===== src/rtl/conv_window_accumulator.sv =====
// Accumulates KERNEL_N signed products plus a channel bias, shifts, saturates to int8.
// Define CONV_ACC_RELU_EN to clamp negative results to zero before saturation.
module conv_window_accumulator #(
    parameter int KERNEL_N = 25,
    parameter int ACC_W    = 16,
    parameter int SHIFT    = 0
) (
    input  logic              clk,
    input  logic              rst,
    input  logic signed [7:0] prod_in,
    input  logic              prod_valid,
    output logic              prod_ready,
    input  logic signed [7:0] bias,
    output logic signed [7:0] res_out,
    output logic              res_valid,
    input  logic              res_ready,
    output logic              sat_flag
);
    typedef enum logic {ACC, DONE} state_t;

    localparam logic [7:0]              LAST    = 8'(KERNEL_N - 1);
    localparam logic signed [ACC_W-1:0] POS_LIM = ACC_W'(127);
`ifndef CONV_ACC_RELU_EN
    localparam logic signed [ACC_W-1:0] NEG_LIM = ACC_W'(-128);
`endif

    state_t                  state;
    logic [7:0]              cnt;
    logic signed [ACC_W-1:0] acc;
    logic signed [ACC_W-1:0] base;
    logic signed [ACC_W-1:0] sum;
    logic signed [ACC_W-1:0] shifted;
    logic signed [7:0]       res_next;
    logic                    sat_next;
    logic                    xfer;

    assign xfer = prod_valid && prod_ready;

    // The first product of a window starts from the freshly sampled bias instead of acc.
    // NOTE: every signal written in this block is assigned on every path, so no latch is inferred.
    always_comb begin
        base     = (cnt == 8'd0) ? ACC_W'(bias) : acc;
        sum      = base + ACC_W'(prod_in);
        shifted  = sum >>> SHIFT;
        res_next = shifted[7:0];
        sat_next = 1'b0;
        if (shifted > POS_LIM) begin
            res_next = 8'sd127;
            sat_next = 1'b1;
        end
`ifdef CONV_ACC_RELU_EN
        else if (shifted[ACC_W-1]) begin
            res_next = 8'sd0;
        end
`else
        else if (shifted < NEG_LIM) begin
            res_next = -8'sd128;
            sat_next = 1'b1;
        end
`endif
    end

    // NOTE: state is updated with non-blocking assignments; there is no memory array, so every register is reset.
    always_ff @(posedge clk) begin
        if (rst) begin
            state      <= ACC;
            cnt        <= 8'd0;
            acc        <= '0;
            res_out    <= 8'sd0;
            res_valid  <= 1'b0;
            sat_flag   <= 1'b0;
            prod_ready <= 1'b1;
        end else begin
            case (state)
                ACC: begin
                    if (xfer) begin
                        acc <= sum;
                        if (cnt == LAST) begin
                            cnt        <= 8'd0;
                            state      <= DONE;
                            res_out    <= res_next;
                            sat_flag   <= sat_next;
                            res_valid  <= 1'b1;
                            prod_ready <= 1'b0;
                        end else begin
                            cnt <= cnt + 8'd1;
                        end
                    end
                end
                DONE: begin
                    // prod_ready follows state only, so res_ready never reaches it combinationally.
                    if (res_ready) begin
                        state      <= ACC;
                        res_valid  <= 1'b0;
                        prod_ready <= 1'b1;
                    end
                end
                default: state <= ACC;
            endcase
        end
    end
endmodule

===== config.mk =====
export PLATFORM = sky130hd
export DESIGN_NAME = conv_window_accumulator
export DESIGN_NICKNAME = d
export VERILOG_FILES = /design/src/rtl/conv_window_accumulator.sv
export SDC_FILE = /design/constraint.sdc
export NUM_CORES = 1
export LEC_CHECK = 0
export CORE_MARGIN = 2
export CORE_UTILIZATION = 43
export CTS_CLUSTER_DIAMETER = 200
export DETAILED_ROUTE_END_ITERATION = 12
export SLEW_MARGIN = 25
export SYNTH_ARGS = -nofsm -noshare
export SYNTH_HDL_FRONTEND = slang
export SYNTH_SLANG_ARGS = --single-unit

===== constraint.sdc =====
create_clock -name clk -period 8.5 [get_ports clk]
set_input_delay 2.55 -clock clk [delete_from_list [all_inputs] [get_ports clk]]
set_output_delay 2.55 -clock clk [all_outputs]
set_load 0.005 [all_outputs]

==> reports/metrics.sh <==
RUN_STATUS='completed'
SYNTH-WARNING-COUNT=0
START_KIND='input port'
CELLPOWERDENSITY_nW_PER_UM2=194
SYNTH_FLOP_CELL='sky130_fd_sc_hd__dfxtp_1'
SYN2LAYOUT_AREA_GROWTH_PCT=15.7
AGGREGATE_GLOBAL_ROUTE_RESOURCE_USAGE_PCT=19.5
MAPPEDNETLISTAREA_UM2=2570
SYNTH.AREA.TOP_CELLS='sky130_fd_sc_hd__dfxtp_1, sky130_fd_sc_hd__ha_1, sky130_fd_sc_hd__nand2_1, sky130_fd_sc_hd__a21oi_1, sky130_fd_sc_hd__nor2_1'
CTS_BUFFERS=5
SETUP_WS_NS=2.45
CORE_AREA_UM2=5850
LAYOUT-DRIVE-GT1-SHARE_PCT=9.25
CRITICAL_PATH_PEAK_FANOUT=23
STATIC-LEAKAGE-POWER_nW=1.20
YOSYS.AREA_SHARE.ADDER_PCT=9.07
PORT-BUFFER-COUNT=30
CTS.REPORTEDPATHS.CLKPINSLEW_NS=0.07
SYNTH.MUX.AREA_FRACTION_PCT=3.07
FLOORPLAN.DIE_AREA_UM2=6600
POSTSYNTH.ASYNCRESETSHARE_PCT=0
HTREEDEPTH=2
FIN_CRIT_SH_PCT=71.2
TOTAL_POWER_uW=575
POSTSYNTHREGISTERBITS=36
SYNTH-SEQ-AREA-SHARE_PCT=28.1
SYNTH.DISTINCT_CELLS=56
FINISH.INSTANCE_AREA_UM2=2970
SYNTHESIS.AREA_PER_INSTANCE_UM2=8.17
PLACED_CELLS_INCL_TAPS=402
GLOBALPLACE.CONGESTION=0.884
POST-ROUTE-MIN-PERIOD_NS=6.05
TRITONCTS='done'
FINISH.NET_COUNT=372
MAX_FREQ_MHz=165
DRC=0
CTS_SETUP_BUFFERS=0
ROUTEDWLPERCELL_UM=14.4
TIGHTEST_SLEW_NS=0.891
POST_SYNTHESIS_SHARE_OF_CELL_AREA_SPENT_ON_XOR_AND_XNOR_GATES_PCT=7.17
FINAL-MAX-SLEW-VIOLATION-COUNT=0
MAX-CLOCK-PATH-BUFFERS=2
GRT_MAX_DEGREE=30
CRITPATHREQUIREDTIME_NS=8.68
CRITICAL_PATH.ENDPOINT_TYPE='flop'
START_UTIL_PCT=43.9
ANTENNADIODECOUNT=0
SYNTH_ENABLE_FLOP_CELLS=0
GRT_ANTENNA_BEFORE_REPAIR=0
CLOCK_SKEW_NS=0.0123
DIE_H_UM=81.3
DPL_CELL_AREA_UM2=2880
SYNTHESIS.NETS=352
GRT_OVERFLOW=0
HOLD_CLASS='flop to flop'
WORST_SLEW_MARGIN_REL_PCT=40.6
SYNTH-SIMPLE-AREA-SHARE_PCT=21.7
LAYOUT.FILLER_CELLS=588
DP_HPWL_UM=4490
CTS_REPAIR_RESIZE_COUNT=0
DETAIL_ROUTE.FIRST_PASS.ITERATIONS=4
SYNTH_LARGEST_TYPE_AREA_FRACTION_PCT=28.1
CTS_HOLD_BUFFERS=0
FIRST_PASS_GRT_WIRE_LENGTH_UM=10000
ROUTE.VIAS.TOTAL=2216
IO_PINS=31
NUM_ROWS=28
FIRST_ITER_VIOLATIONS=69
DIE_WIDTH_UM=81.3
FINISH.CELL_COUNT_WITHOUT_FILLERS=410
CLKSINKCOUNT=36
DRT_WIRELENGTH_UM=5890
CLK_ROOT_BUFFER_CELL='sky130_fd_sc_hd__clkbuf_8'
SYNTH_TOP_AREA_CELL='sky130_fd_sc_hd__dfxtp_1'
IR_WORST_VDD_mV=0.0804
MULTI_INPUT_AREA_UM2=1730
TIMING.MAX_CAP.VIOLATIONS=0
WORST_EP_ARRIVAL_TIME_NS=6.22
FINAL_ANTENNA_NET_COUNT=0
POST_SYNTH_INST_COUNT=314
FIN_SETUP_TNS_NS=0
TIMING_HOLD_VIOLATIONS_FINAL=0
SYNTH_COMPOUND_AREA_SHARE_PCT=26.5
DETAIL_ROUTE.VIAS_PER_CELL=5.40
TIMING.FINAL.SETUP_VIOLATIONS=0
CRITPATHKIND='input port to flop'
POST-PLACE-WS_NS=2.17
UNREPAIRED_SETUP_ENDPOINTS_AFTER_GLOBAL_ROUTING='false'
CLK-INSERTION-DELAY-LATE_NS=0.29
AREA_TAKEN_BY_FLIP_FLOPS_AND_LATCHES_UM2=721
VIAS_IN_THE_FIRST_GLOBAL_ROUTE=2110
DOMINANT_COMBINATIONAL_CELL_FAMILY_BY_AREA_AFTER_SYNTHESIS='compound AO/OA/AOI/OAI gates'
==> layer usage <==
layer  global-route usage (%)  vias up  wire length (um)  share of wire (%)
met5                        0        -                 0                  0
met4                     4.24        0                75                1.3
met3                     3.22        9               151                2.6
met2                     33.3       40              2700                 46
met1                     25.7     1014              2970                 50
li1                         -     1153                 -                  -
==> stage by stage <==
step / hold WS (ns) / utilization, %
5_1_grt: 0.475 / 50.8
2_1_floorplan: 0.433 / -
3_3_place_gp: 0.439 / 49.3
4_1_cts: 0.460 / 50.9
3_5_place_dp: 0.448 / 49.3
6_report: 0.460 / 50.8
==> worst max-delay path: stages <==
cell and delay (ns):
sky130_fd_sc_hd__clkdlybuf4s50_1 0.47, sky130_fd_sc_hd__and3b_1 0.75, sky130_fd_sc_hd__nand3_1 0.18, sky130_fd_sc_hd__nor3b_2 0.75
sky130_fd_sc_hd__inv_1 0.21, sky130_fd_sc_hd__nor2_1 0.14, sky130_fd_sc_hd__or4b_4 0.49, sky130_fd_sc_hd__or4_1 0.48
sky130_fd_sc_hd__o211a_1 0.21
==> synth_stat cells (all sizes together), types with 2 or more instances <==
library cell,instances
nor2,35
mux2,7
a31oi,2
a211o,2
nand3,7
xor2,9
o41ai,2
o21ai,5
or3,3
buf,4
nand4,3
o211ai,3
nand2,47
a21oi,29
ha,17
nor3,3
clkbuf,13
xnor2,12
o2111ai,3
o21bai,2
dfxtp,36
nand2b,2
o211a,3
or2,3
or4,2
and2,2
a21o,14
o21a,4
inv,9
nor3b,3
a211oi,14
==> where the power goes <==
group / total (mW) / internal (mW) / switching (mW)
combinational: 0.258 / 0.106 / 0.152
clock: 0.128 / 0.0659 / 0.0623
sequential: 0.189 / 0.182 / 0.00722
total: 0.575 / 0.353 / 0.222
==> layout make-up <==
class | instances | share of cell area [%]
clock buffers | 7 | 2.91
clock inverters | 1 | 0.253
inverters | 9 | 1.14
multi-input cells | 252 | 58.3
flip-flops and latches | 36 | 24.3
well taps | 75 | 3.16
repair buffers | 30 | 9.94
==> flip-flops by register name, summed over array words and instances (netlist names) <==
| signal | cells |
|---|---|
| sat_flag | 1 |
| acc | 16 |
| res_valid | 1 |
| prod_ready | 1 |
| state | 1 |
| cnt | 8 |
| res_out | 8 |
==> cell families after synthesis <==
family                   after synthesis
XOR/XNOR                              21
buffers and inverters                 26
AND/OR/NAND/NOR                      118
AO/OA/AOI/OAI                         88
adder cells (fa/ha/maj)               18
flip-flops                            36
multiplexers                           7
==> layout by cell type, fill, tap and decap left out, types with 7 or more instances in the layout <==
master	n
sky130_fd_sc_hd__clkdlybuf4s50_1	29
sky130_fd_sc_hd__xor2_1	9
sky130_fd_sc_hd__mux2_2	7
sky130_fd_sc_hd__nand3_1	7
sky130_fd_sc_hd__dfxtp_1	36
sky130_fd_sc_hd__xnor2_1	12
sky130_fd_sc_hd__a21o_1	14
sky130_fd_sc_hd__inv_1	9
sky130_fd_sc_hd__a211oi_1	13
sky130_fd_sc_hd__nand2_1	47
sky130_fd_sc_hd__nor2_1	35
sky130_fd_sc_hd__ha_1	17
sky130_fd_sc_hd__a21oi_1	27
==> worst paths after layout <==
check             start  slack, ns  cells past startpoint  endpoint
max          prod_valid       2.45                      9  sat_flag
min              acc[9]       0.46                      2    acc[9]
max reg2reg      cnt[0]       3.42                     16  sat_flag
min reg2reg      acc[9]       0.46                      2    acc[9]
Note: power is estimated with default switching activity, not from simulation.
==> RTL edit 1: new RTL, same settings <==
The parameter `ACC_W` goes from 16 to 32.
--- a/src/rtl/conv_window_accumulator.sv
+++ b/src/rtl/conv_window_accumulator.sv
@@ -2,7 +2,7 @@
 // Define CONV_ACC_RELU_EN to clamp negative results to zero before saturation.
 module conv_window_accumulator #(
     parameter int KERNEL_N = 25,
-    parameter int ACC_W    = 16,
+    parameter int ACC_W    = 32,
     parameter int SHIFT    = 0
 ) (
     input  logic              clk,
Behaviour: no difference found for any inputs over 10 cycles, from zero or initial values and one cycle with rst high; that may be too few to reach the edited logic, so the function may still have changed.
==> RTL edit 1 against the unedited design <==
Synthesized cell count increased by 100%; critical endpoint unchanged; wire length up 120%; hold slack better by 0.00099 ns; critical path depth up 6; total power grew 63%; sequential cell count is 16 higher; die area increased by 76%; area after synthesis is 81% higher; worst setup slack worse by 0.42 ns; cell area increased by 73%.
==> RTL edit 1: results (changes against the unedited design) <==
| Metric | Value |
|---|---|
| Detailed Place HPWL | 9.94 mm (+120%) |
| Inserted Diodes | 0 (unchanged) |
| Clock latency on the worst-skew pair | 0.31 ns (+0.02 ns) |
| Via count of the routed design | 4,549 (+110%) |
| Number of search-and-repair iterations in the first detailed-routing pass | 5 (+1) |
| Reg2reg start | cnt[2]$_SDFFE_PP0P_ |
| Post-synthesis compound-gate area fraction | 29.6% (+3.2 points) |
| Switching power share of the total | 42.8% (+4.3 points) |
| First-pass GRT wire length | 20.9 mm (+110%) |
| Largest regs | acc x32, cnt x8, res_out x8 |
| Part of the Yosys area used for sequential elements | 22.4% (-5.7 points) |
| Portion of total power attributed to combinational logic | 51.1% (+6.3 points) |
| Adder and majority gate portion of the synthesized area | 9.32% (+0.25 points) |
| Vias in the first global route | 4,152 (+97%) |
| R2R depth | 18 (+2) |
| Nets | 703 (+89%) |
| Static leakage | 2.13 nW (+77%) |
| Maximum vdd drop | 0.0000734 V (-8.7%) |
| Unique cell type count in the Yosys netlist | 62 (+11%) |
| DRC marker count from the first detailed-route iteration | 366 (+430%) |
| Maximum number of pins on one net before global-route repair | 58 (+93%) |
| Multiplexer area fraction after synthesis | 2.37% (-0.70 points) |
| Area share of xor/xnor cells in the synthesized design | 4.34% (-2.8 points) |
| Cell types with the largest area share after synthesis | dfxtp_1 22%, ha_1 8.9%, a21oi_1 8.1% |
| CTS clock-pin slew for the worst setup and hold paths | 0.10 ns (+0.03 ns) |
| Run status | completed |
| Fin Clk Skew | 0.00457 ns (-0.00772 ns) |
| Ranking of synthesized cells by instance count | 86 x nand2_1, 75 x a21oi_1, 72 x nor2_1 |
| Count of port buffers added during placement | 30 (unchanged) |
| Slack of the worst reg-to-reg path | 3.55 ns (+0.13 ns) |
| Global-route usage over all layers | 22.7% (+3.2 points) |
| Clock root buffer | clkbuf_8 |
| Highest fanout seen on the critical path | 25 (+8.7%) |
| Fill count | 1,065 (+81%) |
| Share of layout cells above drive strength 1 | 6.00% (-3.3 points) |
| Net count of the mapped netlist | 695 (+97%) |
| Final wirelength | 12.9 mm (+120%) |
| CP arrival | 6.68 ns (+0.46 ns) |
| Slew margin rel. | 45.4% (+4.8 points) |
| H-tree depth | 2 (unchanged) |
| Clk power | 0.000180 W (+41%) |
| Weighted congestion at the end of routability-driven global placement | 0.913 (+3.3%) |
==> RTL edit 1: changes by cell type in the layout (fill, tap and decap cells not counted), sizes merged, moves of 10 or more <==
cell	delta
and3	+10
a21o	+20
nand2	+39
dfxtp	+16
ha	+16
o21ai	+29
nor2b	+10
nor2	+37
o211ai	+11
a21oi	+48
nor3	+17
==> RTL edit 1: worst min-delay path by stage <==
| stage | start | endpoint | slack, ns | depth (start not counted) |
|---|---|---|---|---|
| 4_1_cts | acc[5]$_SDFFE_PP0P_ | acc[5]$_SDFFE_PP0P_ | 0.46 | 2 |
| 2_1_floorplan | acc[0]$_SDFFE_PP0P_ | acc[0]$_SDFFE_PP0P_ | 0.43 | 2 |
| 5_1_grt | acc[13]$_SDFFE_PP0P_ | acc[13]$_SDFFE_PP0P_ | 0.49 | 2 |
| 6_report | acc[5]$_SDFFE_PP0P_ | acc[5]$_SDFFE_PP0P_ | 0.46 | 2 |
| 3_3_place_gp | acc[0]$_SDFFE_PP0P_ | acc[0]$_SDFFE_PP0P_ | 0.44 | 2 |
| 3_5_place_dp | acc[5]$_SDFFE_PP0P_ | acc[5]$_SDFFE_PP0P_ | 0.45 | 2 |
==> RTL edit 1: final cells by class <==
class                   count  area share, %
flip-flops and latches     52           20.3
repair buffers             36           6.67
well taps                 136           3.31
clock buffers               5           1.34
multi-input cells         542           66.6
clock inverters             3          0.901
inverters                  12          0.877
==> RTL edit 1: metrics by stage <==
stage | setup slack, ns | instances | power (W) | utilization, % | instance area (µm²)
2_1_floorplan | 2.39 | 641 | 0.000642 | - | 4640
3_3_place_gp | 1.84 | 778 | 0.000755 | 48.2 | 5020
3_5_place_dp | 1.72 | 778 | 0.000759 | 48.2 | 5020
4_1_cts | 2.04 | 786 | 0.000937 | 49.3 | 5130
5_1_grt | 1.69 | 786 | 0.00101 | 49.3 | 5140
6_report | 2.03 | 786 | 0.000939 | 49.3 | 5140
==> RTL edit 1: per-layer routing <==
metal	track usage, %	vias up	share of wire, %	wire (µm)
li1	-	2330	-	-
met1	33.6	2105	51	6550
met2	34.6	102	43	5490
met3	3.45	12	5.3	687
met4	4.95	0	1.1	142
met5	0	-	0	0
==> RTL edit 1: critical path, stage by stage <==
cell             delay, ns
clkdlybuf4s50_1       0.42
and3_1                0.16
buf_4                 0.22
a21o_1                0.19
ha_1                  0.47
nand4_2               0.19
nor4_4                0.40
a211o_1               0.20
o21a_1                0.24
o211ai_1              0.19
or4_1                 0.50
nor3_1                0.18
nand4_1               0.32
o21a_1                0.29
o21a_1                0.16
==> RTL edit 2: new RTL, config.mk and constraints unchanged <==
Made on the original files. Make the reset (`rst`) asynchronous in one clocked block.
--- a/src/rtl/conv_window_accumulator.sv
+++ b/src/rtl/conv_window_accumulator.sv
@@ -61,7 +61,7 @@
     end
 
     // NOTE: state is updated with non-blocking assignments; there is no memory array, so every register is reset.
-    always_ff @(posedge clk) begin
+    always_ff @(posedge clk or posedge rst) begin
         if (rst) begin
             state      <= ACC;
             cnt        <= 8'd0;
Check against the original RTL: same outputs for any inputs over 10 cycles, from zero or initial values and one cycle with rst high; that may be too few to reach the edited logic, so the function may still have changed.
==> RTL edit 2 against the unedited design <==
Synthesized cell count shrank 7.3%; critical path depth rose by 3; cell count shrank 4.4%; area after synthesis increased by 2.6%; wire length grew 4.7%; maximum frequency grew 7.0%; worst setup slack better by 0.40 ns; cell area is 2.3% higher; sequential cell count unchanged; highest routed layer unchanged.
Power is not compared: it rests on default switching activity, and its combinational part moved more than twofold at a synthesized area within 25%.
==> RTL edit 2: results (changes against the unedited design) <==
| Metric | Value |
|---|---|
| Run status | completed |
| CTS clock-pin slew for the worst setup and hold paths | 0.08 ns |
| Maximum number of pins on one net before global-route repair | 37 (+23%) |
| Unique cell type count in the Yosys netlist | 55 (-1.8%) |
| Maximum vdd drop | 0.000162 V |
| Crit path launch | bias[7] |
| R2R depth | 16 (unchanged) |
| Worst hold start | res_valid$_DFFE_PP0P_ |
| Post-detailed-route wirelength per cell | 15.7 µm (+9.5%) |
| Cell types with the largest area share after synthesis | dfrtp_1 33%, ha_1 8.1%, nand2_1 7.4% |
| Cell family contributing the most delay on the critical path | simple AND/OR/NAND/NOR gates |
| Inserted Diodes | 0 (unchanged) |
| Largest regs | acc x16, cnt x8, res_out x8 |
| Number of buffers created by CTS | 5 (unchanged) |
| Reg2reg start | cnt[0]$_DFFE_PP0P_ |
| Async SR Flop Fraction | 100% (+100 points) |
| DRC marker count from the first detailed-route iteration | 74 (+7.2%) |
| Maximum cell stage delay along the critical path | 0.55 ns (-0.20 ns) |
| Slew margin rel. | 47.6% (+7.0 points) |
| Vias in the first global route | 2,097 (-0.62%) |
| Detailed Place HPWL | 4.68 mm (+4.3%) |
| Global-route usage over all layers | 20.2% (+0.77 points) |
| Yosys warns | 0 (unchanged) |
| Die X-Extent | 82.2 µm (+1.2%) |
| Fill count | 576 (-2.0%) |
| Most common cell after layout, fill and taps aside | nand2_1 |
| Slack of the worst reg-to-reg path | 3.90 ns (+0.48 ns) |
| H-tree depth | 2 (unchanged) |
| EDFF count, synth | 0 (unchanged) |
| Critical-path top delay cell | or4b_4 |
| Part of the Yosys area used for sequential elements | 34.3% (+6.2 points) |
| Area Overhead vs Synth | 15.4% |
| Maximum number of buffers from clock root to sink | 2 (unchanged) |
| Number of buffers inserted to repair setup after CTS | 0 (unchanged) |
| Number of antenna violations at the first check in global routing | 0 (unchanged) |
| Ranking of synthesized cells by instance count | 52 x nand2_1, 35 x dfrtp_1, 23 x o21ai_0 |
| Placed instance area | 2950 µm² (+2.2%) |
| Critical path class | input port to flip-flop |
| Share of layout cells above drive strength 1 | 12.0% (+2.7 points) |
| Number of search-and-repair iterations in the first detailed-routing pass | 4 (unchanged) |
| Nets | 354 (-4.8%) |
| Weighted congestion at the end of routability-driven global placement | 0.911 (+3.0%) |
| First-pass GRT wire length | 10.4 mm (+4.1%) |
| Net count of the mapped netlist | 329 (-6.5%) |
| Post-DR vias/cell | 5.45 (+0.86%) |
| Highest fanout seen on the critical path | 10 (-57%) |
| Fin Clk Skew | 0.00714 ns (-0.00515 ns) |
| Hold buffer count at CTS | 0 (unchanged) |
| Hold Path Cell Cnt | 2 (unchanged) |
| CP arrival | 5.81 ns (-0.41 ns) |
| Min-Delay Endpoint | res_valid$_DFFE_PP0P_ |
| Cells resized by post-CTS repair | 0 (unchanged) |
| Clock root buffer | clkbuf_8 |
| Worst setup path endpoint | res_out[6]$_DFFE_PP0P_ |
| Clock latency on the worst-skew pair | 0.29 ns (about the same) |
| Primary flip-flop cell chosen by synthesis mapping | dfrtp_1 |
| Count of port buffers added during placement | 30 (unchanged) |
==> RTL edit 2: cell count changes after synthesis, moves of 5 or more <==
| cell | change |
|---|---|
| a211oi_1 | -13 |
| a21oi_1 | -15 |
| clkbuf_1 | -6 |
| dfrtp_1 | +35 |
| dfxtp_1 | -36 |
| nand2_1 | +5 |
| nor2_1 | -21 |
| o211ai_1 | +8 |
| o21ai_0 | +19 |
==> RTL edit 2: cell families after synthesis <==
group                    count (synthesis)  synth area share (%)
multiplexers                             8                  3.42
AO/OA/AOI/OAI                           87                  24.7
flip-flops                              36                  34.3
buffers and inverters                   24                  5.13
AND/OR/NAND/NOR                        101                  18.0
adder cells (fa/ha/maj)                 18                  8.84
XOR/XNOR                                17                  5.66
==> RTL edit 2: cell type report <==
cell class | instances | share of cell area [%]
Clock buffer | 6 | 2.72
Clock inverter | 2 | 0.329
Inverter | 11 | 1.36
Multi-Input combinational cell | 231 | 52.7
Sequential cell | 36 | 29.7
Tap cell | 75 | 3.09
Timing Repair Buffer | 31 | 10.1
==> RTL edit 2: through the flow <==
step / worst slack, ns / cells / hold WS (ns)
after floorplan: 3.36 / 291 / 0.444
after global placement: 2.58 / 384 / 0.457
after detailed placement: 2.59 / 384 / 0.461
after CTS: 2.87 / 392 / 0.481
after global routing: 2.68 / 392 / 0.501
final: 2.85 / 392 / 0.474
==> RTL edit 2: per-layer routing <==
layer  wire length (µm)  track usage (%)
met3                204             3.26
met1               3150             29.7
met2               2750             30.5
met5                  0                0
met4                 64             6.00
==> RTL edit 2: where the power goes <==
part           switching [W]  internal, W  total (W)
logic               0.000324     0.000213   0.000537
clock network      0.0000628    0.0000647   0.000128
registers          0.0000357     0.000218   0.000254
